File: src/rtl/axis_pkt_arb_pkg.sv
// -----------------------------------------------------------------------------
// axis_pkt_arb_pkg
// Shared definitions for the AXI-Stream packet arbiter: FSM state encoding,
// the location of the src_port field inside tuser, and the counter width.
// -----------------------------------------------------------------------------
package axis_pkt_arb_pkg;

    typedef enum logic {
        IDLE = 1'b0,
        BUSY = 1'b1
    } state_t;

    localparam int TUSER_W      = 128;
    localparam int GRANT_W      = 3;
    localparam int SRC_PORT_LSB = 16;
    localparam int SRC_PORT_MSB = 23;
    localparam int SRC_PORT_W   = SRC_PORT_MSB - SRC_PORT_LSB + 1;
    localparam int CNT_W        = 32;

    // One-hot-ish source tag: bit 2*grant set, anything past bit 7 falls off.
    function automatic logic [SRC_PORT_W-1:0] src_port_code(input logic [GRANT_W-1:0] grant);
        return 8'h01 << (32'(grant) * 2);
    endfunction

endpackage

File: src/rtl/axis_pkt_arb_if.sv
// -----------------------------------------------------------------------------
// axis_pkt_arb_if
// AXI-Stream bundle of NP lanes packed side by side (lane i at [i*W +: W]).
// NP=N for the arbiter's slave side, NP=1 for its master side.
//   tdata  NP*DW     tstrb  NP*DW/8   tuser  NP*128
//   tvalid NP        tlast  NP        tready NP
// Modports: master drives payload/valid/last and samples ready; slave is the
// mirror image.
// -----------------------------------------------------------------------------
interface axis_pkt_arb_if #(
    parameter int NP = 1,
    parameter int DW = 64
);
    import axis_pkt_arb_pkg::*;

    logic [NP*DW-1:0]      tdata;
    logic [NP*DW/8-1:0]    tstrb;
    logic [NP*TUSER_W-1:0] tuser;
    logic [NP-1:0]         tvalid;
    logic [NP-1:0]         tlast;
    logic [NP-1:0]         tready;

    modport master (output tdata, output tstrb, output tuser,
                    output tvalid, output tlast, input tready);
    modport slave  (input tdata, input tstrb, input tuser,
                    input tvalid, input tlast, output tready);
endinterface

File: src/rtl/axis_pkt_arb_rr_pick.sv
// -----------------------------------------------------------------------------
// rr_pick
// Combinational round-robin selector: finds the first set bit of req scanning
// from last_grant+1 upward, wrapping mod N.
//   req        in  N  request vector
//   last_grant in  3  most recently served port
//   hit        out 1  at least one request present
//   idx        out 3  selected port (0 when hit=0)
// -----------------------------------------------------------------------------
module rr_pick #(
    parameter int N = 4
) (
    input  logic [N-1:0] req,
    input  logic [2:0]   last_grant,
    output logic         hit,
    output logic [2:0]   idx
);
    localparam int IW = (N > 1) ? $clog2(N) : 1;

    logic [IW-1:0] cand;

    // Scan furthest-first so the nearest requester after last_grant is the
    // one left standing, which avoids an early loop exit.
    always_comb begin
        // NOTE: every output gets a default before the loop; otherwise a path
        // with no request would leave them unassigned and infer a latch.
        hit  = 1'b0;
        idx  = '0;
        cand = '0;
        for (int k = N; k >= 1; k--) begin
            cand = IW'((int'(last_grant) + k) % N);
            if (req[cand]) begin
                hit = 1'b1;
                idx = 3'(cand);
            end
        end
    end
endmodule

File: src/rtl/axis_pkt_arb.sv
// -----------------------------------------------------------------------------
// axis_pkt_arb
// Packet-granular round-robin arbiter merging N AXI-Stream slaves onto one
// master. A granted port holds the bus until its tlast beat is accepted; one
// idle cycle separates consecutive packets. tuser[23:16] of the merged stream
// carries a source tag derived from the granted port.
//   m_axis_aclk     in   clock
//   m_axis_aresetp  in   asynchronous active-high reset
//   s_axis          slave  N-lane input bundle
//   m_axis          master merged output bundle
//   grant_port      out  3     granted port, meaningful while busy=1
//   busy            out  1     packet in progress
//   pkt_cnt         out  N*32  per-port forwarded packet counters
// Build option: define AXIS_PKT_ARB_CNT_EN to implement the packet counters;
// otherwise pkt_cnt is tied to zero.
// -----------------------------------------------------------------------------
module axis_pkt_arb
    import axis_pkt_arb_pkg::*;
#(
    parameter int N  = 4,
    parameter int DW = 64
) (
    input  logic                 m_axis_aclk,
    input  logic                 m_axis_aresetp,
    axis_pkt_arb_if.slave        s_axis,
    axis_pkt_arb_if.master       m_axis,
    output logic [GRANT_W-1:0]   grant_port,
    output logic                 busy,
    output logic [N*CNT_W-1:0]   pkt_cnt
);
    localparam int IW = (N > 1) ? $clog2(N) : 1;
    localparam int SW = DW / 8;

    state_t             state;
    state_t             state_nxt;
    logic [GRANT_W-1:0] last_grant;
    logic [IW-1:0]      gsel;
    logic               pick_hit;
    logic [GRANT_W-1:0] pick_idx;
    logic               last_acc;

    assign gsel     = grant_port[IW-1:0];
    assign last_acc = (state == BUSY) & s_axis.tvalid[gsel] & m_axis.tready[0]
                      & s_axis.tlast[gsel];

    rr_pick #(.N(N)) u_rr_pick (
        .req        (s_axis.tvalid),
        .last_grant (last_grant),
        .hit        (pick_hit),
        .idx        (pick_idx)
    );

    // State register. last_grant resets to N-1 so port 0 wins first.
    always_ff @(posedge m_axis_aclk or posedge m_axis_aresetp) begin
        if (m_axis_aresetp) begin
            state      <= IDLE;
            grant_port <= '0;
            last_grant <= GRANT_W'(N - 1);
        end else begin
            // NOTE: non-blocking assignments so every register samples the
            // pre-edge values regardless of statement order.
            state <= state_nxt;
            if (state == IDLE && pick_hit) grant_port <= pick_idx;
            if (last_acc)                  last_grant <= grant_port;
        end
    end

    // Next-state logic.
    always_comb begin
        state_nxt = state;
        case (state)
            IDLE:    if (pick_hit) state_nxt = BUSY;
            BUSY:    if (last_acc) state_nxt = IDLE;
            default: state_nxt = IDLE;
        endcase
    end

    // Output logic: the merged stream is a pure mux of the granted port,
    // gated so nothing leaks out while idle.
    always_comb begin
        busy          = (state == BUSY);
        m_axis.tdata  = s_axis.tdata[int'(gsel)*DW +: DW];
        m_axis.tstrb  = s_axis.tstrb[int'(gsel)*SW +: SW];
        m_axis.tuser  = s_axis.tuser[int'(gsel)*TUSER_W +: TUSER_W];
        m_axis.tuser[SRC_PORT_MSB:SRC_PORT_LSB] = src_port_code(grant_port);
        m_axis.tvalid = busy & s_axis.tvalid[gsel];
        m_axis.tlast  = busy & s_axis.tlast[gsel];
        s_axis.tready = '0;
        if (busy) s_axis.tready[gsel] = m_axis.tready[0];
    end

`ifdef AXIS_PKT_ARB_CNT_EN
    for (genvar i = 0; i < N; i++) begin : g_cnt
        logic [CNT_W-1:0] cnt_q;
        // NOTE: counters are software-visible state, so they are reset
        // explicitly rather than left to power-up values.
        always_ff @(posedge m_axis_aclk or posedge m_axis_aresetp) begin
            if (m_axis_aresetp)                   cnt_q <= '0;
            else if (last_acc && gsel == IW'(i))  cnt_q <= cnt_q + 1'b1;
        end
        assign pkt_cnt[i*CNT_W +: CNT_W] = cnt_q;
    end
`else
    assign pkt_cnt = '0;
`endif

endmodule

File: src/flat_wrapper.sv
// flat-port wrapper written by rule: the top's interface ports become plain ports
module axis_pkt_arb_flat import axis_pkt_arb_pkg::*;
#(
    parameter int N  = 4,
    parameter int DW = 64
)
  (m_axis_aclk, m_axis_aresetp, grant_port, busy, pkt_cnt, s_axis_tdata, s_axis_tstrb, s_axis_tuser, s_axis_tvalid, s_axis_tlast, s_axis_tready, m_axis_tdata, m_axis_tstrb, m_axis_tuser, m_axis_tvalid, m_axis_tlast, m_axis_tready);
  axis_pkt_arb_if #(.NP(N), .DW(DW)) s_axis_i ();
  axis_pkt_arb_if #(.NP(1), .DW(DW)) m_axis_i ();
  input  logic m_axis_aclk;
  input  logic m_axis_aresetp;
  output logic [GRANT_W-1:0] grant_port;
  output logic busy;
  output logic [N*CNT_W-1:0] pkt_cnt;
  input wire logic [$bits(s_axis_i.tdata)-1:0] s_axis_tdata;
  input wire logic [$bits(s_axis_i.tstrb)-1:0] s_axis_tstrb;
  input wire logic [$bits(s_axis_i.tuser)-1:0] s_axis_tuser;
  input wire logic [$bits(s_axis_i.tvalid)-1:0] s_axis_tvalid;
  input wire logic [$bits(s_axis_i.tlast)-1:0] s_axis_tlast;
  output wire logic [$bits(s_axis_i.tready)-1:0] s_axis_tready;
  output wire logic [$bits(m_axis_i.tdata)-1:0] m_axis_tdata;
  output wire logic [$bits(m_axis_i.tstrb)-1:0] m_axis_tstrb;
  output wire logic [$bits(m_axis_i.tuser)-1:0] m_axis_tuser;
  output wire logic [$bits(m_axis_i.tvalid)-1:0] m_axis_tvalid;
  output wire logic [$bits(m_axis_i.tlast)-1:0] m_axis_tlast;
  input wire logic [$bits(m_axis_i.tready)-1:0] m_axis_tready;
  assign s_axis_i.tdata = s_axis_tdata;
  assign s_axis_i.tstrb = s_axis_tstrb;
  assign s_axis_i.tuser = s_axis_tuser;
  assign s_axis_i.tvalid = s_axis_tvalid;
  assign s_axis_i.tlast = s_axis_tlast;
  assign s_axis_tready = s_axis_i.tready;
  assign m_axis_tdata = m_axis_i.tdata;
  assign m_axis_tstrb = m_axis_i.tstrb;
  assign m_axis_tuser = m_axis_i.tuser;
  assign m_axis_tvalid = m_axis_i.tvalid;
  assign m_axis_tlast = m_axis_i.tlast;
  assign m_axis_i.tready = m_axis_tready;
  axis_pkt_arb #(.N(N), .DW(DW)) u_core (.m_axis_aclk(m_axis_aclk), .m_axis_aresetp(m_axis_aresetp), .s_axis(s_axis_i), .m_axis(m_axis_i), .grant_port(grant_port), .busy(busy), .pkt_cnt(pkt_cnt));
endmodule
File: config.mk
export PLATFORM = sky130hd
export DESIGN_NAME = axis_pkt_arb_flat
export DESIGN_NICKNAME = d
export VERILOG_FILES = /design/src/rtl/axis_pkt_arb_pkg.sv /design/src/rtl/axis_pkt_arb_if.sv /design/src/rtl/axis_pkt_arb_rr_pick.sv /design/src/rtl/axis_pkt_arb.sv /design/src/flat_wrapper.sv
export SDC_FILE = /design/constraint.sdc
export NUM_CORES = 1
export LEC_CHECK = 0
export CAP_MARGIN = 0
export CORE_AREA = 2 2 444 446
export CTS_CLUSTER_SIZE = 25
export DETAILED_ROUTE_END_ITERATION = 16
export DIE_AREA = 0 0 446 448
export DONT_BUFFER_PORTS = 1
export GPL_ROUTABILITY_DRIVEN = 1
export SKIP_LAST_GASP = 1
export SYNTH_ARGS = -nofsm -noshare
export SYNTH_HDL_FRONTEND = slang
export SYNTH_SLANG_ARGS = --single-unit
export TNS_END_PERCENT = 50
File: constraint.sdc
create_clock -name m_axis_aclk -period 1.4 [get_ports m_axis_aclk]
set_input_delay 0.14 -clock m_axis_aclk [delete_from_list [all_inputs] [get_ports m_axis_aclk]]
set_output_delay 0.14 -clock m_axis_aclk [all_outputs]
set_load 0.01 [all_outputs]
==> results of run 1 <==
-- worst max-delay path, delay by kind of cell, from the launching register on --
family | cells | cell delay, ns
simple gates | 2 | 0.29
flops | 1 | 0.53
buf+inv | 2 | 0.29
mux | 2 | 0.88
-- synth_stat cells (all sizes together) --
cell type    n
nor3         2
a21oi        3
a21o         1
nor2b        2
and2         4
dfrtp        3
inv          3
nand2b       3
conb         1
nand2        2
nand3        2
mux2i        1
a31oi        1
mux4       194
clkbuf       5
o21ai        1
o221ai       1
nor2         6
buf        173
mux2         3
a211o        1
dfstp        2
-- routing by layer --
layer	wire length, µm	GRT usage [%]	vias to the layer above
met5	1710	0	-
met4	4300	1.33	254
met3	25400	11.5	739
met2	92300	32.0	1242
met1	49400	13.8	3294
li1	-	-	1835
-- worst max path at each step --
stage,endpoint,slack [ns],cells past startpoint
after detailed placement,m_axis_tdata[35],-0.55,4
after floorplan,u_core.last_grant[0]$_DFFE_PP1P_,-0.21,5
after CTS,u_core.last_grant[1]$_DFFE_PP1P_,-0.68,6
after global placement,m_axis_tuser[118],-0.52,3
final,u_core.last_grant[1]$_DFFE_PP1P_,-0.69,6
after global routing,m_axis_tdata[24],-0.70,4
-- power groups by stage --
stage	registers (mW)	clock network (mW)	logic (mW)
final	0.483	0.511	24.6
after global routing	0.479	0.510	25.8
after CTS	0.457	0.493	25.6
after detailed placement	0.504	0	24.5
after global placement	0.483	0	24.4
after floorplan	0.335	0	10.9
-- final cells by class --
type                    instances  area (µm²)
well taps                    2542        3180
fillers                     22800      184000
repair buffers                114        1880
diodes                        122         305
multi-input cells             360        5090
clock buffers                   4        78.8
inverters                       3        11.3
flip-flops and latches          5         135
-- logic make-up after synthesis --
logic type	count (synthesis)
compound gates	8
simple gates	21
other cells	1
buf+inv	181
mux	198
flops	5
-- cell usage in the layout, fill, tap and decap left out, drive strengths merged --
cell / instances
diode: 122
nand2: 2
a211o: 1
a31oi: 1
and2: 4
nand3: 2
dfrtp: 3
a21oi: 3
nand2b: 3
conb: 133
nor2b: 2
a21o: 1
nor2: 6
clkbuf: 8
nor3: 2
o21ai: 1
o221ai: 1
buf: 109
mux2i: 1
mux2: 3
mux4: 194
inv: 3
dlygate4sd3: 1
dfstp: 2
-- registers in the layout, indices dropped and copies added (netlist names) --
| name | flops |
|---|---|
| u_core.busy | 1 |
| u_core.grant_port | 2 |
| u_core.last_grant | 2 |
-- repair_timing --
item	4_1_cts	5_1_grt
gates cloned	3	6
setup endpoints to repair	206	208
hold endpoints to repair	5	0
pin swaps	0	1
setup buffers	12	6
gates resized for setup	15	18
hold buffers	1	0
-- stage by stage --
| stage | setup TNS [ns] | cell area, µm² | setup slack [ns] |
|---|---|---|---|
| 5_1_grt | -119.36 | 10400 | -0.696 |
| 3_5_place_dp | -82.08 | 9770 | -0.545 |
| 6_report | -111.96 | 10700 | -0.691 |
| 3_3_place_gp | -78.71 | 9770 | -0.516 |
| 4_1_cts | -115.76 | 10100 | -0.676 |
| 2_1_floorplan | -38.04 | 6550 | -0.213 |
==> results.toml, run 1 <==
[layout]
post-route-util_pct = 5.49
nNetsFinal = 1298
finalNonFillerCells = 3150
drive_gt1_share_pct = 65.8
area_delta_synth_final_pct = 78.4

[die]
start_util_pct = 3.08
num_rows = 162
die_y_um = 448
die_x_um = 446
io_pins = 1149
dieArea_um2 = 200000
core_um2 = 195000

[logic_synthesis]
syn_inst = 414
synth_mux_area_share_pct = 73.7
ys_top_cells_by_area = "mux4_2 (73%), buf_4 (19%), buf_2 (1.3%)"
yosys.area_share.simple_pct = 1.90
synthDistinctLibCells = 28
synthAdderAreaFrac_pct = 0
yosysSeqAreaShare_pct = 2.13
synth_top_family_by_area = "multiplexers"
yosysTopAreaCellShare_pct = 73.0
syn_area_per_cell_um2 = 14.5
synth_xor_area_share_pct = 0
synth_seq_cells = 5
synth_compound_area_share_pct = 0.857
synth_area_um2 = 5990
yosysWarnings = 0
netlist.top_cell.by_area = "mux4_2"

[timing]
finalSetupViolations = 207
drv_slew = 0
hold_violations = 0
rsz0062_at_grt = "true"
max_freq_mhz = 478
whs_ns = 0.109
fin_skew_ns = 0.00921
worst_slack_ns = -0.691
period_share_pct = 149
min_period_ns = 2.09

[power]
swShare_pct = 57.2
combPwrFrac_pct = 96.1
p_total_mw = 25.6
leakagePower_nw = 2.79
clock_power_share_pct = 2.0
power_switching_mw = 14.6
p_int_mw = 11.0
power_density_nw_per_um2 = 2400
seq_power_share_pct = 1.9
peakVddDrop_uv = 769

[route]
via_per_inst = 2.34
drt_first_pass_iters = 5
dr_total_vias = 7364
ant_nets = 3
post_drt_wl_per_cell_um = 55.0
drt_first_iter_violations = 927
drcViolationCount = 0
totalWireLength_um = 173000

[clock_network]
insertion_delay_ns = 0.25
clock-sinks = 5
cts_buffer_depth = 2
clk_pin_slew_ns = 0.03
clock-root-buffer = "clkbuf_16"
numCtsBuffers = 3
cts_tree = "built"
htreeDepth = 1

[worst_setup_path]
critPathKind = "reg2reg"
path_max_fanout = 5
startpoint = "u_core.grant_port[0]$_DFFE_PP0P_"
path_cells = "buf_12 -> buf_6 -> mux4_2 -> and2_4 -> nand3_4 -> mux2_4"
crit_path_end_kind = "register"
r2r-end = "u_core.last_grant[1]$_DFFE_PP1P_"
arrival_ns = 2.25
slowest_stage = "mux4_2"
r2r_cells = 6
r2r_slack_ns = -0.69
critPathMaxStageDelay_ns = 0.57
r2r-start = "u_core.grant_port[0]$_DFFE_PP0P_"
worst-endpoint-required_ns = 1.56
start_kind = "register"

[outcome]
run_status = "finished, violations left"
violations = "antenna violations, negative setup slack"

[global_route]
grt_pass1_wl_um = 183000
grtUsageTotal_pct = 16.4
grt_pass1_vias = 5117
grt_overflow = 0
grt_max_degree = 25
antenna_found_initial = 467

[worst_hold_path]
min_from = "m_axis_tready"
min-delay-path-class = "in2reg"
hold_end = "u_core.busy$_DFF_PP0_"
hold_path_depth = 2

[job]
maxCapViolations = 0

[place]
place.port_buffers = 0
dp_cells = 2997
gp_congestion = 1.05
hpwlAfterDp_um = 167000
(Power assumes the default switching activity.)
==> run 2, diff against run 1 <==
Settings changed: TNS_END_PERCENT 50 to default.
Clock period 1.4 ns to 2.1 ns, I/O delays scaled along.
==> results.toml, run 2 (synthesis results as in run 1) <==
[global_route]
antenna_found_initial = 437
grt_pass1_wl_um = 191000
grtUsageTotal_pct = 17.2
grt_max_degree = 49
grt_overflow = 0
grt_pass1_vias = 5108

[die]
die_x_um = 446
num_rows = 162
die_y_um = 448
dieArea_um2 = 200000
core_um2 = 195000
start_util_pct = 3.08
io_pins = 1149

[clock_network]
numCtsBuffers = 3
htreeDepth = 1
cts_buffer_depth = 2
cts_tree = "built"
clk_pin_slew_ns = 0.03
insertion_delay_ns = 0.23
clock-root-buffer = "clkbuf_16"
clock-sinks = 5

[worst_hold_path]
hold_end = "u_core.busy$_DFF_PP0_"
min_from = "m_axis_tready"
hold_path_depth = 2
min-delay-path-class = "in2reg"

[route]
drcViolationCount = 0
drt_first_pass_iters = 8
via_per_inst = 2.43
ant_nets = 6
totalWireLength_um = 183000
post_drt_wl_per_cell_um = 58.5
dr_total_vias = 7600
drt_first_iter_violations = 675

[worst_setup_path]
start_kind = "register"
cp_common_cell = "buf_12"
critPathMaxStageDelay_ns = 0.56
r2r_slack_ns = 0.01
slowest_stage = "mux4_2"
path_max_fanout = 7
arrival_ns = 1.95
r2r-start = "u_core.grant_port[0]$_DFFE_PP0P_"
crit_path_end_kind = "output pin"
critPathKind = "reg2out"
r2r_cells = 5
worst-endpoint-required_ns = 1.89
r2r-end = "u_core.last_grant[1]$_DFFE_PP1P_"
path_cells = "buf_16 -> buf_12 -> buf_6 -> mux4_2 -> buf_12"

[timing]
rsz0062_at_grt = "true"
fin_skew_ns = 0.00264
finalSetupViolations = 41
drv_slew = 0
max_freq_mhz = 463
whs_ns = 0.169
min_period_ns = 2.16
hold_violations = 0
period_share_pct = 103
worst_slack_ns = -0.0587

[power]
peakVddDrop_uv = 807
p_total_mw = 17.8
leakagePower_nw = 2.74
power_density_nw_per_um2 = 1670

[place]
gp_congestion = 1.10
hpwlAfterDp_um = 175000
place.port_buffers = 0

[layout]
fillers = 22800
nNetsFinal = 1282
drive_gt1_share_pct = 64.3
area_delta_synth_final_pct = 77.5
layout_commonest_cell = "mux4_2"
most-common-layout-cells = "mux4_2 (194), conb_1 (133), buf_12 (60)"

[job]
maxCapViolations = 0

[outcome]
violations = "antenna violations, negative setup slack"
run_status = "finished, violations left"
-- run 2: final cells by class --
cell class	instances	area (µm²)	area share, %
Multi-Input combinational cell	360	5080	47.8
Inverter	3	11.3	0.106
Antenna cell	121	303	2.85
Timing Repair Buffer	98	1840	17.3
Sequential cell	5	135	1.27
Clock buffer	4	78.8	0.742
Tap cell	2542	3180	29.9
-- run 2: per-layer routing --
layer	global-route usage [%]	up-vias	share of wire, %
li1	-	1796	-
met1	14.1	3380	27
met2	35.8	1407	56
met3	10.0	815	12
met4	0.780	202	2.7
met5	0.697	-	0.92
-- run 2: through the flow --
stage          instance area [µm²]  worst slack (ns)  cells  util [%]  setup TNS (ns)
2_1_floorplan                 6480             0.411    546         -               0
3_3_place_gp                  9780             0.141   2988      5.03               0
3_5_place_dp                  9780            0.0863   2988      5.03               0
4_1_cts                       9970           -0.0999   2995      5.12           -4.99
5_1_grt                      10400           -0.0961   3041      5.34           -4.13
6_report                     10600           -0.0587   3133      5.46          -0.974
-- run 2: report_power, final --
part           total (mW)  switching [mW]  internal (mW)
registers           0.315           0.144          0.171
logic                17.1            10.2           6.88
clock network       0.320          0.0678          0.252
total                17.8            10.4           7.31
-- run 2: worst max-delay path, delay by kind of cell (launching register included) --
kind / cells / cell delay [ns]
flip-flops: 1 / 0.44
multiplexers: 1 / 0.56
buffers and inverters: 4 / 0.66
-- run 2: how the worst max path moves through the flow --
stage                                      from                          endpoint  slack, ns  cells after the start
5_1_grt        u_core.grant_port[0]$_DFFE_PP0P_                 m_axis_tuser[121]       -0.1                      5
6_report       u_core.grant_port[0]$_DFFE_PP0P_                  m_axis_tuser[81]      -0.06                      5
2_1_floorplan  u_core.grant_port[0]$_DFFE_PP0P_                  m_axis_tdata[13]       0.41                      4
4_1_cts        u_core.grant_port[0]$_DFFE_PP0P_                 m_axis_tuser[103]       -0.1                      3
3_5_place_dp   u_core.grant_port[0]$_DFFE_PP0P_  u_core.last_grant[1]$_DFFE_PP1P_       0.09                      5
3_3_place_gp   u_core.grant_port[0]$_DFFE_PP0P_  u_core.last_grant[1]$_DFFE_PP1P_       0.14                      5
-- run 2: timing repair --
| action | 4_1_cts | 5_1_grt |
|---|---|---|
| hold endpoints to repair | 5 | 0 |
| buffers inserted | 0 | 9 |
| endpoints found under the setup margin | 110 | 98 |
| gates cloned | 2 | 8 |
| gates resized for setup | 6 | 13 |
| hold buffers | 1 | 0 |
